<file path="config.mk">
export PLATFORM = sky130hd
export DESIGN_NAME = serial_adder_ctrl
export DESIGN_NICKNAME = d
export VERILOG_FILES = /design/src/rtl/serial_adder_ctrl.sv
export SDC_FILE = /design/constraint.sdc
export NUM_CORES = 1
export LEC_CHECK = 0
export CELL_PAD_IN_SITES_DETAIL_PLACEMENT = 1
export CELL_PAD_IN_SITES_GLOBAL_PLACEMENT = 1
export CORE_MARGIN = 3
export CORE_UTILIZATION = 41
export CTS_BUF_LIST = sky130_fd_sc_hd__clkbuf_4
export CTS_CLUSTER_DIAMETER = 100
export CTS_CLUSTER_SIZE = 8
export DETAILED_ROUTE_END_ITERATION = 8
export PLACE_DENSITY = 0.9
export SLEW_MARGIN = 40
export SYNTH_ARGS = -nofsm -noshare
export SYNTH_HDL_FRONTEND = slang
export SYNTH_SLANG_ARGS = --single-unit
</file>
<file path="constraint.sdc">
create_clock -name clk -period 1.9 [get_ports clk]
set_clock_uncertainty 0.2 [all_clocks]
set_input_delay 0.475 -clock clk [delete_from_list [all_inputs] [get_ports clk]]
set_output_delay 0.475 -clock clk [all_outputs]
set_load 0.01 [all_outputs]
</file>
<file path="src/rtl/serial_adder_ctrl.sv">
// Bit-serial adder: one bit pair per clock through a single full adder, LSB first.
// Optional macro SERIAL_ADDER_SUB_EN adds a 'sub' input that turns the operation into a - b.
`timescale 1ns/1ps

module full_adder (
  input  logic a,
  input  logic b,
  input  logic cin,
  output logic sum,
  output logic carry
);
  assign sum   = a ^ b ^ cin;
  assign carry = (a & b) | (a & cin) | (b & cin);
endmodule

module serial_adder_ctrl #(
  parameter int WIDTH = 8
) (
  input  logic             clk,
  input  logic             rst,
  input  logic             in_valid,
  output logic             in_ready,
  input  logic [WIDTH-1:0] a,
  input  logic [WIDTH-1:0] b,
  input  logic             cin,
`ifdef SERIAL_ADDER_SUB_EN
  input  logic             sub,
`endif
  output logic             out_valid,
  input  logic             out_ready,
  output logic [WIDTH-1:0] sum,
  output logic             cout,
  output logic             busy
);

  localparam int CNT_W = $clog2(WIDTH + 1);

  typedef enum logic [1:0] {IDLE, RUN, DONE} state_t;

  state_t             state, next_state;
  logic [WIDTH-1:0]   a_sr, b_sr, sum_r, sum_shift;
  logic [CNT_W-1:0]   cnt;
  logic               carry, cout_r;
  logic               fa_sum, fa_carry;
  logic               accept, last_step;
  logic [WIDTH-1:0]   op_b;
  logic               op_cin;

  full_adder u_fa (
    .a     (a_sr[0]),
    .b     (b_sr[0]),
    .cin   (carry),
    .sum   (fa_sum),
    .carry (fa_carry)
  );

  // Subtraction is a + ~b + 1; the carry-in is forced rather than taken from cin.
  always_comb begin
    op_b   = b;
    op_cin = cin;
`ifdef SERIAL_ADDER_SUB_EN
    if (sub) begin
      op_b   = ~b;
      op_cin = 1'b1;
    end
`endif
  end

  // Written as shift-then-insert so WIDTH=1 needs no special slice.
  always_comb begin
    sum_shift            = sum_r >> 1;
    sum_shift[WIDTH-1]   = fa_sum;
  end

  // NOTE: sequential state uses non-blocking assignments so every flop samples pre-edge values.
  always_ff @(posedge clk or posedge rst) begin
    if (rst) state <= IDLE;
    else     state <= next_state;
  end

  // NOTE: every output is defaulted before the case so no path leaves a latch.
  always_comb begin
    next_state = state;
    in_ready   = 1'b0;
    out_valid  = 1'b0;
    busy       = 1'b0;
    accept     = 1'b0;
    last_step  = 1'b0;
    case (state)
      IDLE: begin
        in_ready = 1'b1;
        if (in_valid) begin
          accept     = 1'b1;
          next_state = RUN;
        end
      end
      RUN: begin
        busy      = 1'b1;
        last_step = (cnt == CNT_W'(WIDTH - 1));
        if (last_step) next_state = DONE;
      end
      DONE: begin
        busy      = 1'b1;
        out_valid = 1'b1;
        if (out_ready) next_state = IDLE;
      end
      default: next_state = IDLE;
    endcase
  end

  always_ff @(posedge clk or posedge rst) begin
    if (rst) begin
      a_sr   <= '0;
      b_sr   <= '0;
      sum_r  <= '0;
      carry  <= 1'b0;
      cout_r <= 1'b0;
      cnt    <= '0;
    end else if (accept) begin
      a_sr  <= a;
      b_sr  <= op_b;
      carry <= op_cin;
      cnt   <= '0;
    end else if (state == RUN) begin
      a_sr  <= a_sr >> 1;
      b_sr  <= b_sr >> 1;
      sum_r <= sum_shift;
      carry <= fa_carry;
      cnt   <= cnt + CNT_W'(1);
      if (last_step) cout_r <= fa_carry;
    end
  end

  assign sum  = sum_r;
  assign cout = cout_r;

endmodule

</file>
### After elaboration in Yosys (flattened, before gate mapping)

Index checks and enable logic that the tools add are counted.

| operators by class | value |
|---|---|
| bitwise operators | 8 |
| muxes and demuxes | 18 |
| reductions and logical operators | 6 |
| equal/unequal tests | 6 |
| add/subtract/negate cells | 1 |

Operator list:

| cell | count |
|---|---|
| 2-to-1 mux 8 bit | 4 |
| 2-to-1 mux 1 bit | 8 |
| 2-to-1 mux 4 bit | 2 |
| 2-to-1 mux 2 bit | 3 |
| != test 2 bit (second input constant) | 3 |
| case mux 2 bit (3 select lines) | 1 |
| AND reduction 3 bit | 2 |
| adder 4 x 1 -> 4 bit (second input constant) | 1 |
| == test 4 x 3 -> 1 bit (second input constant) | 1 |
| AND 1 bit | 3 |
| == test 2 x 1 -> 1 bit (second input constant) | 1 |
| == test 2 bit (second input constant) | 1 |
| logical NOT 2 bit | 1 |
| OR 1 bit | 2 |
| AND reduction 2 bit | 1 |
| nonzero test 2 bit | 1 |
| OR reduction 2 bit | 1 |
| XOR 1 bit | 2 |
| inverter 1 bit | 1 |

| storage, ports and cells | value |
|---|---|
| register bits after elaboration | 32 |
| output and inout port bits | 12 |
| input port bits | 21 |
| logic and storage cells | 46 |

### Depth between registers and ports, before layout

| depth | value |
|---|---|
| word-level depth | 5 |
| depth in mapped cells | 7 |
| depth with buffers taken out | 5 |

### Cells and area by module

From an unflattened synthesis, not the netlist that was laid out.

| second synthesis, totals | value |
|---|---|
| cells, all modules | 128 |
| area total of the unflattened synthesis | 1,490.2 µm² |

Modules (own cells, without submodules):

| module | seq. area each (µm²) | times used | area an instance (µm²) | cells an instance |
|---|---|---|---|---|
| serial_adder_ctrl | 800.8 | 1 | 1,470.2 | 127 |
| full_adder | 0.0 | 1 | 20.0 | 1 |

### Worst setup path after synthesis

No wires, ideal clock.

| timing path | value |
|---|---|
| path type | register to register |
| start | register state[0] |
| end | register state[0] |
| buffers on the path | 0 |
| data required time | 1.575 ns |
| period minus slack after synthesis | 1.715 ns |
| arrival | 1.390 ns |
| setup time | 0.125 ns |
| stages on the path, launching flop included | 6 |
| setup slack | 0.185 ns |
| cells stage by stage | dfrtp_1 -> inv_1 -> ha_1 -> and2b_2 -> a211oi_2 -> mux2_2 |

| between the ends | value |
|---|---|
| cells in the longest elaborated chain, start to end | 3 |
| elaborated cells between the ends (all ways) | 8 |
| those cells by class | 5 x eq/ne; 1 x mux; 2 x reduce/logical |

Ends and longest elaborated chain:

| element | line | text |
|---|---|---|
| from (decl) | 40 | `state_t state, next_state;` |
| from (signal assigned) | 78 | `else state <= next_state;` |
| == test 2 x 1 -> 1 bit, or another cell as far along | 89 | `case (state)` |
| != test 2 bit (no source line) | -- |  |
| AND reduction 3 bit (no source line) | -- |  |

Several ways; a longest one is shown, not always the timed one.
A chain may end at the register's enable or synchronous reset.

### Final worst setup path

| timing path | value |
|---|---|
| start | register state[1] |
| end | output out_valid |

| between the ends | value |
|---|---|
| cells in the longest elaborated chain, start to end | 2 |

Ends and longest elaborated chain:

| element | line | text |
|---|---|---|
| == test 2 bit | 89 |  |
| 2-to-1 mux 1 bit | 89 |  |
| to (decl) | 29 | `output logic out_valid,` |

No other way between the ends.

==> results.md <==
- Fill cell count: 380
- Fin crit share: 96.8%
- IR drop worst, VDD: 490 uV
- TritonCTS clock tree: done
- Post-Synthesis Cells: 128
- Final Max Slew Viols: 0
- Core Rows: 21
- Diodes inserted: 0
- Seq/Total Area, Yosys: 52.3%
- Initial antenna violation count: 0
- Post-Route WL: 3190 um
- Largest net degree at the start of global routing: 39
- Final Wtd Congestion: 0.646
- Die ar.: 4500 um^2
- Post-synth cell types: 26
- Worst EP required: 1.22 ns
- Max-cap violations: 0
- Hold Crit Class: in -> async
- Synthesis-stage register bit count: 32
- Final Hold Fails: 0
- CTS Buf Count: 5
- Cell mode on critical path: buf_6
- CP max-delay cell: dfrtp_1
- IO Pins: 33
- Pwr Density: 1490 nW/um^2
- Die Y: 67.1 um
- Post-route ant nets: 0
- Final worst slack: 0.0615 ns
- Setup violators final: 0
- Placement Setup Slack: -0.132 ns
- CP Launch Type: flip-flop
- CP max FO: 2
- Worst Tran Pin Value: 0.413 ns
- Port bufs: 32
- Worst path max stage delay: 0.41 ns
- Setup crit end kind: output pin
- H-tree levels: 2
- Initial Util: 44.1%
- HPWL Detailed: 2380 um
- Detailed-route DRC error count: 0
- Vias in the first global route: 1146
- Gr ovfl total: 0
- Total track usage: 16.4%
- Post-Syn Nets: 155
- Post-route minimum period: 1.84 ns
- Longest Clk Path Bufs: 2
- Synth top area cells: dfrtp_1, mux2i_1, mux2_2
- P&R area growth vs syn: 28.9%
- Nets: 196
- Core area: 3470 um^2
- Die W: 67.1 um
- Syn. warnings: 0
- Fin util: 56.9%
- Clk sinks: 32
- Sequence of cells on the critical path: buf_6, ha_2, buf_6
- Root buf cell: clkbuf_4
- Lkg Pwr: 0.938 nW
- Vias: 1069
- Max Freq: 544 MHz
- Post-synth top area share: 52.3%
- Share of layout cells above drive strength 1: 22.4%
- Max_slew headroom: 72.5%
- Setup repair after global routing missed its margin: yes
- WL/cell: 14.8 um
- Cell Area, Synth: 1530 um^2
- WHS: 0.333 ns
- WS Path Type: reg -> out
- First-pass GRT wire length: 5380 um
- Clock Pin Slew Worst Setup and Hold Paths: 0.09 ns
- Vias per cell: 4.95
- Initial DRC count: 22
- Clk_lat worst skew: 0.32 ns
- Drt first pass iters: 2
- Cell taking the most area after synthesis: dfrtp_1
- Status: complete, no violations
- Fin Setup TNS: 0 ns
- Syn avg cell area: 12.0 um^2
- Critical path arrival: 1.16 ns
-- cells in the mapped netlist --
| master | instances |
|---|---|
| a211oi_2 | 1 |
| and2_1 | 1 |
| and2b_2 | 2 |
| buf_2 | 1 |
| buf_4 | 2 |
| buf_6 | 3 |
| clkbuf_1 | 1 |
| clkbuf_8 | 1 |
| dfrtp_1 | 32 |
| fa_1 | 1 |
| ha_1 | 5 |
| inv_1 | 3 |
| mux2_2 | 10 |
| mux2i_1 | 16 |
| nand2_1 | 18 |
| nand2b_1 | 2 |
| nand3b_4 | 1 |
| nand4_1 | 1 |
| nor2_1 | 4 |
| nor3_1 | 1 |
| nor3b_1 | 1 |
| o21ai_0 | 16 |
| o21ai_1 | 1 |
| o32a_1 | 1 |
| xnor2_1 | 1 |
| xor2_1 | 2 |
-- stage by stage --
stage	area (um^2)	total power [mW]	cells
finish	1970	2.93	216
global route	1970	3.19	216
CTS	1960	2.98	216
detailed placement	1900	2.63	207
global placement	1900	2.50	207
floorplan	1530	2.16	128
-- report_power, final --
group	leakage [nW]	switching, mW	internal, mW	total (mW)
Clock	0.0324	0.219	0.135	0.354
Sequential	0.399	0.201	0.991	1.19
Combinational	0.507	0.647	0.736	1.38
Total	0.938	1.07	1.86	2.93
-- cell type report --
type                    instances  area (um^2)  share of cell area [%]
clock buffers                   5         37.5                    1.90
repair buffers                 42          389                    19.7
clock inverters                 3         13.8                   0.698
well taps                      46         57.6                    2.92
inverters                       3         11.3                   0.571
multi-input cells              85          662                    33.6
flip-flops and latches         32          801                    40.6
-- timing repair --
| action | CTS | global route |
|---|---|---|
| cloned | 0 | 0 |
| pin swaps | 0 | 0 |
| setup endpoints to repair | 12 | 10 |
| gates resized for setup | 25 | 5 |
| buffers inserted | 1 | 0 |
| endpoints found under the hold margin | 0 | 0 |
| hold buffers | 0 | 0 |
-- registers in the layout (all words and copies together) (netlist names) --
signal / count
carry: 1
cout: 1
sum: 8
state: 2
a_sr: 8
cnt: 4
b_sr: 8
-- worst max-delay path: cells and delay by family, from the launching register on --
family / cells / cell delay (ns)
flops: 1 / 0.41
buf+inv: 2 / 0.25
fa+ha+maj: 1 / 0.18
-- placed cells by master (no fill, tap or decap) --
cell	Yosys	routed
dfrtp_1	32	32
clkdlybuf4s50_1	0	20
nand2_1	18	18
mux2i_1	16	16
o21ai_0	16	16
mux2_2	10	10
dlygate4sd2_1	0	9
buf_4	2	8
clkbuf_4	0	5
nor2_1	4	4
buf_6	3	4
ha_1	5	3
xor2_1	2	2
nand2b_1	2	2
inv_2	0	2
and2b_2	2	2
clkinv_2	0	2
and2_1	1	1
nand4_1	1	1
o21ai_1	1	1
inv_1	3	1
nand3b_4	1	1
nor3_1	1	1
o32a_1	1	1
nor3b_1	1	1
a211oi_2	1	1
xnor2_1	1	1
fa_1	1	1
ha_4	0	1
ha_2	0	1
clkinv_1	0	1
buf_2	1	1
-- layer usage --
metal	GRT usage [%]	vias to the layer above	part of all wire [%]
met5	0	-	0
met4	6.84	0	1.9
met3	4.05	6	4.2
met2	30.1	24	54
met1	17.5	522	40
li1	-	517	-
-- cells by family after synthesis --
logic type      share of synthesized area, %
flops                                   52.3
simple gates                            10.3
mux                                     17.8
compound gates                          7.03
buf+inv                                 5.40
fa+ha+maj                               5.40
xor+xnor                                1.72
-- worst paths after layout --
kind                             end  cells after the start  slack, ns  startpoint
min                          a_sr[6]                      3       0.33         rst
min in group clk              sum[1]                      1       0.35      sum[1]
max                        out_valid                      3       0.06    state[1]
max reg2reg                   sum[0]                      5       0.08    state[1]
max in group asynchronous    a_sr[7]                      3       0.86         rst
min reg2reg                   sum[1]                      1       0.35      sum[1]
(Power assumes the default switching activity.)
